## src/rtl/elliptic_curve_structs.sv

```systemverilog
// rtl/elliptic_curve_structs.sv - shared curve types plus field-multiplier FSM state and default width
package elliptic_curve_structs;

  localparam int FIELD_WIDTH = 256;

  typedef enum logic [1:0] {
    IDLE,
    RUN,
    DONE
  } mod_mult_state_t;

  typedef struct packed {
    logic [FIELD_WIDTH-1:0] x;
    logic [FIELD_WIDTH-1:0] y;
  } curve_point_t;

endpackage

```

## src/rtl/mod_mult_step.sv

```systemverilog
// rtl/mod_mult_step.sv - one double-and-add step of interleaved modular multiplication
module mod_mult_step #(
  parameter int WIDTH = 256
) (
  input  logic [WIDTH-1:0] acc,
  input  logic [WIDTH-1:0] a,
  input  logic [WIDTH-1:0] p,
  input  logic             b_bit,
  output logic [WIDTH-1:0] acc_next
);

  logic [WIDTH:0] d_raw;
  logic [WIDTH:0] d_red;
  logic [WIDTH:0] s_raw;
  logic [WIDTH:0] s_red;

  // acc < p and a < p keep both sums below 2p, so one subtract each suffices
  always_comb begin
    d_raw    = {acc, 1'b0};
    d_red    = (d_raw >= {1'b0, p}) ? d_raw - {1'b0, p} : d_raw;
    s_raw    = d_red + (b_bit ? {1'b0, a} : {(WIDTH+1){1'b0}});
    s_red    = (s_raw >= {1'b0, p}) ? s_raw - {1'b0, p} : s_raw;
    acc_next = s_red[WIDTH-1:0];
  end

endmodule

```

## src/rtl/mod_mult_serial.sv

```systemverilog
// rtl/mod_mult_serial.sv - bit-serial (a*b) mod p, MSB of b first; MOD_MULT_EARLY_EXIT_EN skips leading zeros of b
module mod_mult_serial
  import elliptic_curve_structs::*;
#(
  parameter  int WIDTH = FIELD_WIDTH,
  localparam int CNT_W = $clog2(WIDTH) + 1
) (
  input  logic             clk,
  input  logic             rst_n,
  input  logic             in_valid,
  output logic             in_ready,
  input  logic [WIDTH-1:0] a,
  input  logic [WIDTH-1:0] b,
  input  logic [WIDTH-1:0] p,
  output logic             out_valid,
  input  logic             out_ready,
  output logic [WIDTH-1:0] result,
  output logic             busy
);

  localparam int IDX_W = (WIDTH > 1) ? $clog2(WIDTH) : 1;

  mod_mult_state_t  state_q, state_d;
  logic [WIDTH-1:0] acc_q, a_q, b_q, p_q;
  logic [CNT_W-1:0] cnt_q;
  logic [CNT_W-1:0] cnt_init;
  logic [WIDTH-1:0] acc_next;
  logic             skip_run;

`ifdef MOD_MULT_EARLY_EXIT_EN
  always_comb begin
    cnt_init = '0;
    for (int i = 0; i < WIDTH; i++) begin
      if (b[i]) cnt_init = CNT_W'(i);
    end
  end
  assign skip_run = (b == '0);
`else
  assign cnt_init = CNT_W'(WIDTH - 1);
  assign skip_run = 1'b0;
`endif

  mod_mult_step #(.WIDTH(WIDTH)) u_step (
    .acc      (acc_q),
    .a        (a_q),
    .p        (p_q),
    .b_bit    (b_q[cnt_q[IDX_W-1:0]]),
    .acc_next (acc_next)
  );

  always_ff @(posedge clk or negedge rst_n) begin
    if (!rst_n) state_q <= IDLE;
    else        state_q <= state_d;
  end

  always_comb begin
    state_d   = state_q;
    in_ready  = 1'b0;
    out_valid = 1'b0;
    busy      = 1'b0;
    case (state_q)
      IDLE: begin
        in_ready = 1'b1;
        if (in_valid) state_d = skip_run ? DONE : RUN;
      end
      RUN: begin
        busy = 1'b1;
        if (cnt_q == '0) state_d = DONE;
      end
      DONE: begin
        busy      = 1'b1;
        out_valid = 1'b1;
        if (out_ready) state_d = IDLE;
      end
      default: state_d = IDLE;
    endcase
  end

  always_ff @(posedge clk or negedge rst_n) begin
    if (!rst_n) begin
      acc_q <= '0;
      a_q   <= '0;
      b_q   <= '0;
      p_q   <= '0;
      cnt_q <= '0;
    end else begin
      case (state_q)
        IDLE: begin
          if (in_valid) begin
            a_q   <= a;
            b_q   <= b;
            p_q   <= p;
            acc_q <= '0;
            cnt_q <= cnt_init;
          end
        end
        RUN: begin
          acc_q <= acc_next;
          if (cnt_q != '0) cnt_q <= cnt_q - CNT_W'(1);
        end
        default: ;
      endcase
    end
  end

  assign result = acc_q;

endmodule

```

## config.mk

```make
export PLATFORM = sky130hd
export DESIGN_NAME = mod_mult_serial
export DESIGN_NICKNAME = d
export VERILOG_FILES = /design/src/rtl/elliptic_curve_structs.sv /design/src/rtl/mod_mult_step.sv /design/src/rtl/mod_mult_serial.sv
export SDC_FILE = /design/constraint.sdc
export NUM_CORES = 2
export LEC_CHECK = 0
export ABC_AREA = 0
export BUFFER_PORTS_ARGS = -buffer_cell sky130_fd_sc_hd__buf_2
export CAP_MARGIN = 20
export CORE_AREA = 2 2 423 425
export DETAILED_ROUTE_END_ITERATION = 8
export DIE_AREA = 0 0 425 427
export PLACE_DENSITY_LB_ADDON = 0.25
export SLEW_MARGIN = 20
export SYNTH_ARGS = -nofsm -noshare
export SYNTH_HDL_FRONTEND = slang
export SYNTH_SLANG_ARGS = --single-unit
```

## constraint.sdc

```tcl
create_clock -name clk -period 14.18 [get_ports clk]
set_clock_uncertainty 0.2 [all_clocks]
set_input_delay 2.836 -clock clk [delete_from_list [all_inputs] [get_ports clk]]
set_output_delay 2.836 -clock clk [all_outputs]
set_load 0.05 [all_outputs]
```

### After elaboration in Yosys (flattened, before gate mapping)

Cells that the tools add are included.

* add/sub/neg operators: 4
* magnitude comparators: 3
* eq/ne operators: 6
* muxes and demuxes: 17
* reduce and logical (&&, ||, !) cells: 9

Operator list (count)
* $mux 256: 3
* $ge 257x256->1: 2
* $pmux 256 s2: 1
* $add 257x256->257: 1
* $mux 257: 1
* $sub 257x256->257: 1
* $sub 256x256->256: 1
* $mux 9: 2
* $pmux 9 s2: 1
* $logic_not 9->1: 1
* $lt 8x9->1 const B: 1
* $reduce_bool 9->1: 1
* $sub 9x1->9 const B: 1
* $bmux 1 s8: 1
* $ne 2x2->1 const B: 4
* $mux 2: 3
* $pmux 2 s3: 1
* $reduce_and 3->1: 2
* $mux 1: 4
* $reduce_and 2->1: 2
* $eq 2x1->1 const B: 1
* $eq 2x2->1 const B: 1
* $logic_not 2->1: 1
* $reduce_bool 2->1: 1
* $reduce_or 2->1: 1

* register bits after elaboration: 1035
* input bits: 772
* output and inout bits: 259
* logic and storage cells: 45

### Logic depth before layout (Yosys ltp)

* depth after elaboration: 7
* mapped depth: 67
* mapped depth without buffers: 61

### Cells and area by module

Synthesis repeated with hierarchy kept, for this count alone.

* cell total of the unflattened synthesis: 12717
* area, all modules: 101407.3 um^2

By module, submodules not included
* mod_mult_step: times used 1, cells an instance 10268, area an instance 61447.7 um^2, seq. area each 0.0 um^2
* mod_mult_serial: times used 1, cells an instance 2449, area an instance 39959.6 um^2, seq. area each 25899.8 um^2

### Worst setup path before layout

Ideal clock, no wire load.

* path type: register to register
* start point: register acc_q[61] (netlist: result[61])
* end point: register acc_q[244] (netlist: result[244])
* setup time: 0.139 ns
* data arrival time: 12.523 ns
* required time: 13.841 ns
* setup slack: 1.319 ns
* cell stages (with the launch flop): 62
* path buffers: 5
* period minus slack after synthesis: 12.861 ns
* cell sequence: dfrtp_1 -> ha_1 -> a21o_1 -> a21o_1 -> a221oi_1 -> nor2_1 -> a41o_1 -> and2_1 -> a21oi_1 -> o31a_1 -> o31ai_4 -> o21ai_1 -> a211o_1 -> o31a_1 -> o41ai_4 -> a31oi_2 -> clkbuf_1 -> clkbuf_1 -> [26 not listed] -> nor2_1 -> nand3_1 -> inv_1 -> a21oi_1 -> and3b_1 -> nor2_1 -> nor3_1 -> o31a_1 -> o31ai_1 -> nand2_1 -> nor4_1 -> nor3b_1 -> o21ai_1 -> nor2_4 -> buf_4 -> buf_4 -> a32oi_1 -> o31ai_1

* cells in the longest elaborated chain, start to end: 6
* elaborated cells between the ends (all ways): 8
* classes of those cells: add/sub (3); order compare (2); mux (3)

Ends and longest elaborated chain
* start, declared: RTL line mod_mult_serial.sv:24 `logic [WIDTH-1:0] acc_q, a_q, b_q, p_q;`
* start signal, assigned: RTL line mod_mult_serial.sv:98 `acc_q <= acc_next;`
* $sub 257x256->257 / $ge 257x256->1 (equally long branches): RTL line mod_mult_step.sv:20 `d_red = (d_raw >= {1'b0, p}) ? d_raw - {1'b0, p} : d_raw;`
* $mux 257 (*): RTL line mod_mult_step.sv:20
* $add 257x256->257 (*): RTL line mod_mult_step.sv:21 `s_raw = d_red + (b_bit ? {1'b0, a} : {(WIDTH+1){1'b0}});`
* $sub 256x256->256 / $ge 257x256->1 (equally long branches): RTL line mod_mult_step.sv:22 `s_red = (s_raw >= {1'b0, p}) ? s_raw - {1'b0, p} : s_raw;`
* $mux 256 (*): RTL line mod_mult_step.sv:22
* $pmux 256 s2 (*): RTL line mod_mult_serial.sv:87 `case (state_q)`

Every way passes the cells marked *; elsewhere a longest branch is shown, timed or not.
A chain may end at the register's enable or synchronous reset.

### Final worst setup path

* start point: register acc_q[4] (netlist: result[4])
* end point: register acc_q[68] (netlist: result[68])

Same word-level chain as after synthesis.

==> run metrics <==
status finished with violations; failing checks setup timing; CP Max Fanout 16; Final Instance Area 129600 um^2; Routability Congestion 1.175; CTS clk-pin slew, worst paths 60 ps; uppermost routed layer met5; fin crit share 101.7%; register area share after synthesis 26.80%; Worst-Skew Late Latency 890 ps; die area 181500 um^2; antenna violations before repair 94; gr ovfl total 0; CP max stage cell o41ai_4; CTS buffer count 118; R2R Path End result[68]; Met3 Routed Length 65.62 mm; starting density of the core 54.52%; CP Class flop to flop; Rel. slew slack 7.193%; worst slew pin tran 1375 ps; Critical Path Sink Type flop; num rows 155; fmax 69.37 MHz; Fin. Hold Viols 0; CTS H-tree lvls 3; final std cells w/o fill 17970; overall routed net length 489.2 mm; max_cap viols 0; hpwl dp 382.9 mm; met2 wire length 198.3 mm; Gate Count Post-Synth 12380; area delta synth->final 34.10%; clock buffer depth 3; simple logic cell fraction of the synthesized area 18.10%; Ys Warns 0; Wirelength per Cell 27.22 um; DRT antenna net count 0; global-route wire length before repair 687.1 mm; Area after DPL 121000 um^2; die span in y 427 um; io pins 1031; mapped cell area 96630 um^2; DR vias 115800; CTS Sinks 1035; CP Data Arrival Time 14870 ps; Req. time, crit path 14630 ps; CTS tree yes; Pins Over Slew Limit 0; worst setup margin -236.4 ps; Seq cells post-synth 1035; CP startpoint kind flop; sequential cell area 25910 um^2; largest net degree at the start of global routing 199; Hold EP a_q[41]; DRT met1 WL 173.8 mm; Via density 6.445; largest family of logic cells by synthesized area compound AO/OA/AOI/OAI gates; footprint of the multi-input gates 68310 um^2; ys async rst share 100.0%; r2r setup slk -240 ps; vias in the first global route 110000; # DRC 0; Hold Startpoint a_q[41]; clk root buf clkbuf_16; top_reg_cell synth dfrtp_1; Post-Syn Nets 13930; Core Footprint 177300 um^2; CP most frequent cell buf_4; XOR/XNOR Fraction of Synth Area 6.897%; number of enable flip-flop cells after synthesis 0; Initial DRC Count 16080; Unique masters post-synth 99; Final setup viols 184; multiplexer area fraction after synthesis 8.332%; dpl cells 17550; most common cell after layout, fill and taps aside buf_4; Avg Inst Size Synth 7.806 um^2; Filler Cells Inserted 13650; Max stage delay on crit path 530 ps; Overall Global Routing Usage 49.98%; NumNets Final 16990; Chip Width 425 um; Port Buffers 1030; most frequent cells in the layout buf_4, nand2_1, a21oi_1; fraction of layout cells with a size suffix above 1 31.93%; Adder-Cell Fraction of Synth Area 10.06%; drt pass-1 iters 7; RSZ-0062 raised after global routing true; Hold Crit Depth 1; reg2reg path depth 63; cts hold-fix bufs 0; Synth top area share 26.80%; Synth Area in Compound Gates 24.76%; reg-to-reg startpoint result[4]; worst min path class flop to flop; largest cells by area after synthesis dfrtp_1, ha_1, a21oi_1; leading area contributor after synthesis dfrtp_1; Final min period 14420 ps
worst max-delay path by stage:
| stage | start | cells after the start | slack [ps] | to |
|---|---|---|---|---|
| 4_1_cts | result[7] | 69 | 4 | result[252] |
| 5_1_grt | result[6] | 65 | -460 | result[68] |
| 6_report | result[4] | 63 | -240 | result[68] |
| 3_3_place_gp | result[25] | 66 | -2000 | result[252] |
| 2_1_floorplan | result[61] | 61 | 1320 | result[244] |
| 3_5_place_dp | result[25] | 68 | -2170 | result[252] |
final cells by class:
type / instances / share of cell area [%]
tap: 2355 / 2.274
inverter: 531 / 1.538
clock inverter: 67 / 0.8960
antenna: 83 / 0.1603
multi-input combinational: 10110 / 52.71
timing repair buffer: 3655 / 19.96
sequential: 1035 / 19.99
clock buffer: 142 / 2.464
cell families (layout without fill, tap and decap cells):
group / after synthesis / in the layout
adder cells (fa/ha/maj): 775 / 775
AO/OA/AOI/OAI: 4115 / 4115
XOR/XNOR: 761 / 761
multiplexers: 632 / 632
buffers and inverters: 1239 / 4395
AND/OR/NAND/NOR: 3822 / 3822
other: 0 / 83
flip-flops: 1035 / 1035
worst max-delay path, delay by kind of cell (launching register included):
| family | cells | cell delay (ps) |
|---|---|---|
| adder cells (fa/ha/maj) | 3 | 980 |
| flip-flops | 1 | 410 |
| buffers and inverters | 15 | 2700 |
| AND/OR/NAND/NOR | 13 | 2600 |
| AO/OA/AOI/OAI | 31 | 7060 |
| XOR/XNOR | 1 | 170 |
through the flow:
stage | utilization, % | setup TNS (ps) | hold WS, ps | setup slack (ps)
3_3_place_gp | 68.29 | -337820 | 281.9 | -2005
4_1_cts | 71.14 | 0 | 301.1 | 4.262
5_1_grt | 73.08 | -71040 | 310.5 | -459.6
2_1_floorplan | - | 0 | 265.0 | 1319
3_5_place_dp | 68.29 | -370490 | 287.3 | -2168
6_report | 73.10 | -15510 | 299.3 | -236.4
synth_stat cells, drive strengths merged (14+ instances only):
cell / count
buf: 134
a31oi: 88
and3: 39
clkbuf: 574
dfrtp: 1035
xnor2: 468
a221oi: 35
mux2: 539
a22o: 14
nand2b: 75
xor2: 293
nor3: 155
and2: 287
a21o: 309
or2: 32
nand4: 385
o221ai: 22
o21a: 101
o31ai: 51
o21bai: 227
and4: 16
nand3: 140
nand2: 1591
nor2: 890
a221o: 28
o41ai: 24
a21boi: 77
a21oi: 1474
or3: 32
inv: 531
a211oi: 27
o21ai: 1465
nor4: 74
a22oi: 22
o211ai: 42
o31a: 14
nor2b: 59
ha: 772
mux4: 84
per-layer routing:
layer	vias to the layer above	GRT usage [%]
met4	44	40.48
met3	2436	15.97
met2	8645	72.16
met5	-	0
met1	54260	61.05
li1	50440	-
state kept, by name, indices dropped and copies added, names as in the netlist:
| signal | flops |
|---|---|
| a_q | 256 |
| b_q | 256 |
| cnt_q | 9 |
| p_q | 256 |
| result | 256 |
| state_q | 2 |
repair_timing:
item | CTS | global route
buffers inserted | 29 | 78
gates cloned | 0 | 27
pin swaps | 37 | 210
setup endpoints to repair | 256 | 256
gates resized for setup | 103 | 531
Power is left out: the tool's default activity adds up to more than one toggle a clock period on the data nets, which glitch-free logic cannot reach.
